**config.mk**
```make
export PLATFORM = sky130hd
export DESIGN_NAME = cmp_accum_flat
export DESIGN_NICKNAME = d
export VERILOG_FILES = /design/src/rtl/cmp_accum_if.sv /design/src/rtl/cmp_accum.sv /design/src/flat_wrapper.sv
export SDC_FILE = /design/constraint.sdc
export NUM_CORES = 1
export LEC_CHECK = 0
export CAP_MARGIN = 20
export CORE_MARGIN = 10
export CORE_UTILIZATION = 45
export CTS_BUF_LIST = sky130_fd_sc_hd__clkbuf_4 sky130_fd_sc_hd__clkbuf_8
export DETAILED_ROUTE_END_ITERATION = 8
export PLACE_DENSITY_LB_ADDON = 0.15
export SLEW_MARGIN = 20
export SYNTH_ARGS = -nofsm -noshare
export SYNTH_HDL_FRONTEND = slang
export SYNTH_SLANG_ARGS = --single-unit
```
**constraint.sdc**
```tcl
create_clock -name clk -period 2 [get_ports clk]
set_input_delay 0.2 -clock clk [delete_from_list [all_inputs] [get_ports clk]]
set_output_delay 0.2 -clock clk [all_outputs]
set_load 0.005 [all_outputs]
```
**src/rtl/cmp_accum_if.sv**
```systemverilog
// Result handshake between cmp_accum and the digital back end.
// master: producer side (cmp_accum); slave: consumer side (register bank / filter).
interface cmp_accum_if #(
   parameter int unsigned CW = 5
);
   logic [CW-1:0] code;
   logic          code_valid;
   logic          code_ready;
   logic          ovr;

   modport master (
      output code,
      output code_valid,
      output ovr,
      input  code_ready
   );

   modport slave (
      input  code,
      input  code_valid,
      input  ovr,
      output code_ready
   );
endinterface

```
**src/rtl/cmp_accum.sv**
```systemverilog
// Comparator decision accumulator.
// Synchronizes the raw comparator output, chopper-demodulates one decision per rising
// edge of sample, counts ones over a window of WINDOW decisions and offers the count
// as a code on a valid/ready handshake. A completed window that cannot be delivered
// is dropped and flagged with a one-cycle ovr pulse.
// Optional feature: define CMP_PHASE_CHK_EN to enable the sticky phase_err check
// (cmp_p1 == cmp_p2 at a strobe). Without it phase_err is tied to 0.
module cmp_accum #(
   parameter int unsigned WINDOW = 16
) (
   input  logic        clk,
   input  logic        reset,
   input  logic        enable,
   input  logic        cmp_p1,
   input  logic        cmp_p2,
   input  logic        sample,
   input  logic        cmp_out,
   cmp_accum_if.master out_if,
   output logic        phase_err
);

   localparam int unsigned CW = $clog2(WINDOW + 1);
   localparam int unsigned NW = $clog2(WINDOW);
   localparam logic [NW-1:0] LastIdx = NW'(WINDOW - 1);

   typedef enum logic [0:0] {StIdle, StAcc} state_e;

   state_e        state_q, state_d;
   logic          cmp_meta_q, cmp_s_q;
   logic          sample_q;
   logic [CW-1:0] acc_q, acc_d;
   logic [NW-1:0] n_q, n_d;
   logic [CW-1:0] code_q, code_d;
   logic          valid_q, valid_d;
   logic          ovr_q, ovr_d;

   logic          strobe;
   logic          dec;
   logic          complete;
   logic [CW-1:0] result;

   assign strobe = sample & ~sample_q;
   // p2 phase inverts the comparator polarity; undo it here
   assign dec    = cmp_s_q ^ cmp_p2;
   // acc_q never exceeds WINDOW-1 before the add, so the sum fits in CW bits
   assign result = acc_q + {{(CW - 1){1'b0}}, dec};

   // Synchronizer, sample edge detector and all state registers
   always_ff @(posedge clk or posedge reset) begin
      if (reset) begin
         cmp_meta_q <= 1'b0;
         cmp_s_q    <= 1'b0;
         sample_q   <= 1'b0;
         state_q    <= StIdle;
         acc_q      <= '0;
         n_q        <= '0;
         code_q     <= '0;
         valid_q    <= 1'b0;
         ovr_q      <= 1'b0;
      end else begin
         cmp_meta_q <= cmp_out;
         cmp_s_q    <= cmp_meta_q;
         sample_q   <= sample;
         state_q    <= state_d;
         acc_q      <= acc_d;
         n_q        <= n_d;
         code_q     <= code_d;
         valid_q    <= valid_d;
         ovr_q      <= ovr_d;
      end
   end

   // FSM next state and window accumulation
   always_comb begin
      state_d  = state_q;
      acc_d    = acc_q;
      n_d      = n_q;
      complete = 1'b0;
      unique case (state_q)
         StIdle: begin
            // strobes ignored here; acc/n are already clear
            if (enable) begin
               state_d = StAcc;
            end
         end
         StAcc: begin
            if (!enable) begin
               // drop the partial window; IDLE wins over a coincident strobe
               state_d = StIdle;
               acc_d   = '0;
               n_d     = '0;
            end else if (strobe) begin
               if (n_q == LastIdx) begin
                  complete = 1'b1;
                  acc_d    = '0;
                  n_d      = '0;
               end else begin
                  acc_d = result;
                  n_d   = n_q + NW'(1);
               end
            end
         end
         default: begin
            state_d = StIdle;
            acc_d   = '0;
            n_d     = '0;
         end
      endcase
   end

   // Result handshake: load on free slot or same-cycle consume, else drop and flag
   always_comb begin
      code_d  = code_q;
      valid_d = valid_q;
      ovr_d   = 1'b0;
      if (complete) begin
         if (!valid_q || out_if.code_ready) begin
            code_d  = result;
            valid_d = 1'b1;
         end else begin
            ovr_d = 1'b1;
         end
      end else if (valid_q && out_if.code_ready) begin
         valid_d = 1'b0;
      end
   end

   assign out_if.code       = code_q;
   assign out_if.code_valid = valid_q;
   assign out_if.ovr        = ovr_q;

`ifdef CMP_PHASE_CHK_EN
   logic phase_err_q, phase_err_d;

   // Sticky flag: non-complementary phases seen at any strobe
   always_comb begin
      phase_err_d = phase_err_q;
      if (strobe && (cmp_p1 == cmp_p2)) begin
         phase_err_d = 1'b1;
      end
   end

   // Phase error flag register
   always_ff @(posedge clk or posedge reset) begin
      if (reset) begin
         phase_err_q <= 1'b0;
      end else begin
         phase_err_q <= phase_err_d;
      end
   end

   assign phase_err = phase_err_q;
`else
   logic unused_cmp_p1;
   assign unused_cmp_p1 = cmp_p1;
   assign phase_err     = 1'b0;
`endif

endmodule

```
**src/flat_wrapper.sv**
```systemverilog
// flat-port wrapper written by rule: the top's interface ports become plain ports
module cmp_accum_flat 
#(
   parameter int unsigned WINDOW = 16
)
  (clk, reset, enable, cmp_p1, cmp_p2, sample, cmp_out, phase_err, out_if_code, out_if_code_valid, out_if_ovr, out_if_code_ready);
  cmp_accum_if #(.CW(5)) out_if_i ();
  input  logic clk;
  input  logic reset;
  input  logic enable;
  input  logic cmp_p1;
  input  logic cmp_p2;
  input  logic sample;
  input  logic cmp_out;
  output logic phase_err;
  output wire logic [$bits(out_if_i.code)-1:0] out_if_code;
  output wire logic [$bits(out_if_i.code_valid)-1:0] out_if_code_valid;
  output wire logic [$bits(out_if_i.ovr)-1:0] out_if_ovr;
  input wire logic [$bits(out_if_i.code_ready)-1:0] out_if_code_ready;
  assign out_if_code = out_if_i.code;
  assign out_if_code_valid = out_if_i.code_valid;
  assign out_if_ovr = out_if_i.ovr;
  assign out_if_i.code_ready = out_if_code_ready;
  cmp_accum #(.WINDOW(WINDOW)) u_core (.clk(clk), .reset(reset), .enable(enable), .cmp_p1(cmp_p1), .cmp_p2(cmp_p2), .sample(sample), .cmp_out(cmp_out), .out_if(out_if_i), .phase_err(phase_err));
endmodule
```
==> Word-level counts from Yosys, hierarchy flattened <==
Index checks and enable logic that the tools add are counted.
{ "word_totals": {"ff_bits": 20, "in_bits": 8, "output_inout_bits": 8, "elab_cells": 40} }
{ "op_classes": {"add_sub_neg": 2, "n_eq_ne": 3, "muxes": 16, "n_bitwise": 3, "reduce_logical": 7} }
{ "ops": {"columns": ["op", "count"], "rows": [
  ["$mux W5", 3],
  ["$mux W4", 3],
  ["$mux W1", 10],
  ["$reduce_and A2 Y1", 3],
  ["$add A5 B1 Y5", 1],
  ["$add A4 B1 Y4 const B", 1],
  ["$eq A4 B4 Y1 const B", 1],
  ["$ne A2 B1 Y1 const B", 1],
  ["$ne A2 B2 Y1 const B", 1],
  ["$reduce_bool A2 Y1", 1],
  ["$and A1 B1 Y1", 1],
  ["$logic_and A1 B1 Y1", 1],
  ["$logic_not A1 Y1", 1],
  ["$logic_or A1 B1 Y1", 1],
  ["$not A1 Y1", 1],
  ["$xor A1 B1 Y1", 1]
]} }

==> Longest topological paths before layout <==
Gate-level depths: netlist (run 1).
{ "logic_depth": {"word_depth": 7, "mapped_depth": 6, "depth_no_buf": 6} }

==> Worst setup path after synthesis (run 1) <==
No wires, ideal clock.
{ "synth_path": {"path_kind": "reg2reg", "startpoint": "register u_core.cmp_s_q", "endpoint": "register u_core.code_q[2] (netlist: u_core.out_if.code[2])", "setup_ns": 0.125, "arrival_time_ns": 1.525, "required_time_ns": 1.875, "path_slack_ns": 0.350, "stages_incl_launch_ff": 7, "path_buffers": 0, "synth_period_minus_slack_ns": 1.650, "cell_sequence": "dfrtp_1 > xor2_1 > ha_1 > ha_1 > nor2b_1 > or2_2 > mux2_4"} }
{ "synth_between": {"elab_chain_len": 2} }
{ "synth_rtl": {"columns": ["element", "line", "text"], "rows": [
  ["start: declaration", "cmp_accum.sv:29", "logic cmp_meta_q, cmp_s_q;"],
  ["start signal: assignment", "cmp_accum.sv:62", "cmp_s_q <= cmp_meta_q;"],
  ["$xor A1 B1 Y1", "cmp_accum.sv:44", "assign dec = cmp_s_q ^ cmp_p2;"],
  ["$add A5 B1 Y5", "cmp_accum.sv:46", "assign result = acc_q + {{(CW - 1){1'b0}}, dec};"],
  ["end signal: assignment", "cmp_accum.sv:67", "code_q <= code_d;"],
  ["end: declaration", "cmp_accum.sv:33", "logic [CW-1:0] code_q, code_d;"]
]} }
No other way between the ends.
A chain may end at the register's enable or synchronous reset.

==> Worst setup path after layout (run 1) <==
Same ends and word-level chain as after synthesis.

==> results of run 1 <==
-- area by class of cell --
type / instances / area [um2]
clock buffers: 3 / 22.5
clock inverters: 1 / 30.0
fillers: 167 / 811
inverters: 3 / 11.3
multi-input cells: 44 / 368
flip-flops and latches: 20 / 500
well taps: 27 / 33.8
repair buffers: 15 / 145
-- cells in the final DEF, fill, tap and decap left out, types with 2 or more instances in the layout --
cell type	synthesis	final
a22o_1	5	5
buf_4	1	2
clkbuf_4	0	3
clkdlybuf4s50_1	0	13
dfrtp_1	20	20
ha_1	3	3
inv_1	3	3
mux2_4	4	4
nand2_1	3	3
nand3_1	4	4
nor2_1	2	2
nor2b_1	2	2
xnor2_1	2	2
xor2_1	2	2
-- sequential cells by signal, indices dropped and copies added (netlist names) --
register,cells
u_core.out_if.ovr,1
u_core.state_q,1
u_core.out_if.code,5
u_core.acc_q,5
u_core.cmp_s_q,1
u_core.cmp_meta_q,1
u_core.sample_q,1
u_core.out_if.code_valid,1
u_core.n_q,4
-- layer usage --
layer / share of wire, % / global-route usage (%) / vias to the layer above
met1: 48 / 10.2 / 285
met5: 0 / 0 / -
met3: 3.6 / 2.41 / 2
met4: 0.52 / 3.21 / 0
li1: - / - / 271
met2: 48 / 12.3 / 9
-- cells by family after synthesis --
family | synth area share [%]
buffers and inverters | 3.34
other | 0.417
muxes | 9.05
adders and majority gates | 4.18
xor gates and xnor gates | 3.90
DFF | 55.7
and+or+nand+nor | 13.4
AOI/OAI and AO/OA | 10.0
-- worst max-delay path, stage by stage, from the launching register on --
cell and delay (ns):
dfrtp_1 0.39, xor2_1 0.14, ha_1 0.20, ha_1 0.21, nor2b_1 0.15, or2_2 0.29, mux2_4 0.25
-- where the power goes --
group	leakage [nW]	total [mW]	internal (mW)	switching (mW)
registers	0.264	0.419	0.413	0.00587
logic	0.269	0.0508	0.0266	0.0242
clock network	0.0279	0.324	0.202	0.122
total	0.560	0.794	0.642	0.152
-- per-stage QoR --
step / TNS, ns / instances
finish: 0 / 113
global route: 0 / 113
CTS: 0 / 113
detailed placement: -0.00443 / 109
global placement: 0 / 109
floorplan: 0 / 69
-- worst max-delay path by stage --
stage	from	to	cells after the start
floorplan	u_core.cmp_s_q$_DFF_PP0_	u_core.out_if.code[2]$_DFFE_PP0P_	6
detailed placement	cmp_p2	u_core.out_if.code[2]$_DFFE_PP0P_	7
global placement	cmp_p2	u_core.out_if.code[2]$_DFFE_PP0P_	7
CTS	u_core.cmp_s_q$_DFF_PP0_	u_core.out_if.code[2]$_DFFE_PP0P_	6
global route	u_core.cmp_s_q$_DFF_PP0_	u_core.out_if.code[2]$_DFFE_PP0P_	6
finish	u_core.cmp_s_q$_DFF_PP0_	u_core.out_if.code[2]$_DFFE_PP0P_	6
==> results.yml, run 1 <==
worst_setup_path:
  cp_data_required_time_ns: 2.19
  cp_data_arrival_time_ns: 1.92
  end_kind: "flip-flop"
  r2r-start: "u_core.cmp_s_q$_DFF_PP0_"
  r2r_cells: 6
  critPathKind: "flip-flop to flip-flop"
  cp_max_fo: 3
  reg2reg_setup_slack_ns: 0.28
  reg2reg_to: "u_core.out_if.code[2]$_DFFE_PP0P_"
  crit_path_start_kind: "flip-flop"
floorplan:
  core-area_um2: 1920
  die_h_um: 64.7
  num_rows: 16
  io_pins: 16
  start_util_pct: 46.7
  dieArea_um2: 4180
  die_x_um: 64.7
route:
  avgRoutedWirePerCell_um: 13.6
  firstDrtPassIters: 5
  vias_per_cell: 5.02
  dr_total_vias: 567
  wirelength_um: 1540
  drt_iter0_drc: 9
  drc_errors: 0
  ant_nets: 0
sta:
  rsz0062_at_grt: "no"
  worst_slack_ns: 0.277
  period_share_pct: 86.2
  finalSetupViolCount: 0
  worst_clock_skew_ns: 0.00158
  final_max_slew_viol_count: 0
  fin_crit_ns: 1.72
  fmax_mhz: 580
  finalHoldViolCount: 0
  hold_ws_ns: 0.220
min_path:
  hold_class: "input pin to asynchronous set/reset pin"
synth:
  postSynthCellCount: 69
  synth_area_um2: 898
  synth.distinct_cells: 30
  yosys_warnings: 0
  synth_top_area_share_pct: 55.7
  synth-main-ff-cell: "dfrtp_1"
  synth_edf_count: 0
  yosysTopAreaCell: "dfrtp_1"
  yosysSeqAreaShare_pct: 55.7
  async_reset_ff_share_pct: 100
  yosys-top-cells-area: "dfrtp_1 (56%), mux2_4 (6.7%), a22o_1 (4.9%)"
  ys_ff_latch: 20
  avgSynthCellArea_um2: 13.0
  yosysMostFrequentCell: "dfrtp_1"
  syn-num-nets: 80
  netlist_top_cells_count: "dfrtp_1 (20), a22o_1 (5), mux2_4 (4), nand3_1 (4)"
grt:
  antenna_found_initial: 0
  grt-ovfl-total: 0
  grt_max_degree: 21
  grt_pass1_wl_um: 2750
  grtUsageTotal_pct: 8.00
  first_global_vias: 625
pwr:
  p_leak_nw: 0.560
  powerDensity_nw_per_um2: 714
  total_power_mw: 0.794
  peakVddDrop_v: 0.000618
cts:
  clock_latency_ns: 0.29
  cts.clk_slew.worst_paths_ns: 0.11
  cts_tree: "yes"
  cts_hold_buf: 0
  post_cts_buffers: 0
  clockBufferDepth: 2
  cts_root_buf: "clkbuf_4"
  cts_buffers: 3
  h-tree-depth: 1
  clock-sinks: 20
  cts_resized: 0
cells_and_area:
  antenna_cells: 0
  post-route-util_pct: 57.8
  syn2layout_area_growth_pct: 23.7
  fin_nets: 98
  drive_gt1_share_pct: 19.8
  final_area_um2: 1110
placement:
  io_buffer_count: 13
  dp_slack_ns: -0.00443
  placed_area_um2: 1060
  gp_congestion: 0.766
  dp_hpwl_um: 1150
status:
  status: "complete, no violations"
flow_run:
  cap_violations: 0
(Power assumes the default switching activity.)
==> run 2: changes to the inputs <==
--- a/config.mk
+++ b/config.mk
@@ -15,3 +15,4 @@
 export SYNTH_ARGS = -nofsm -noshare
 export SYNTH_HDL_FRONTEND = slang
 export SYNTH_SLANG_ARGS = --single-unit
+export TNS_END_PERCENT = 50
==> results of run 2 <==
Same layout as run 1: the final DEF is identical, and so are final timing and power.
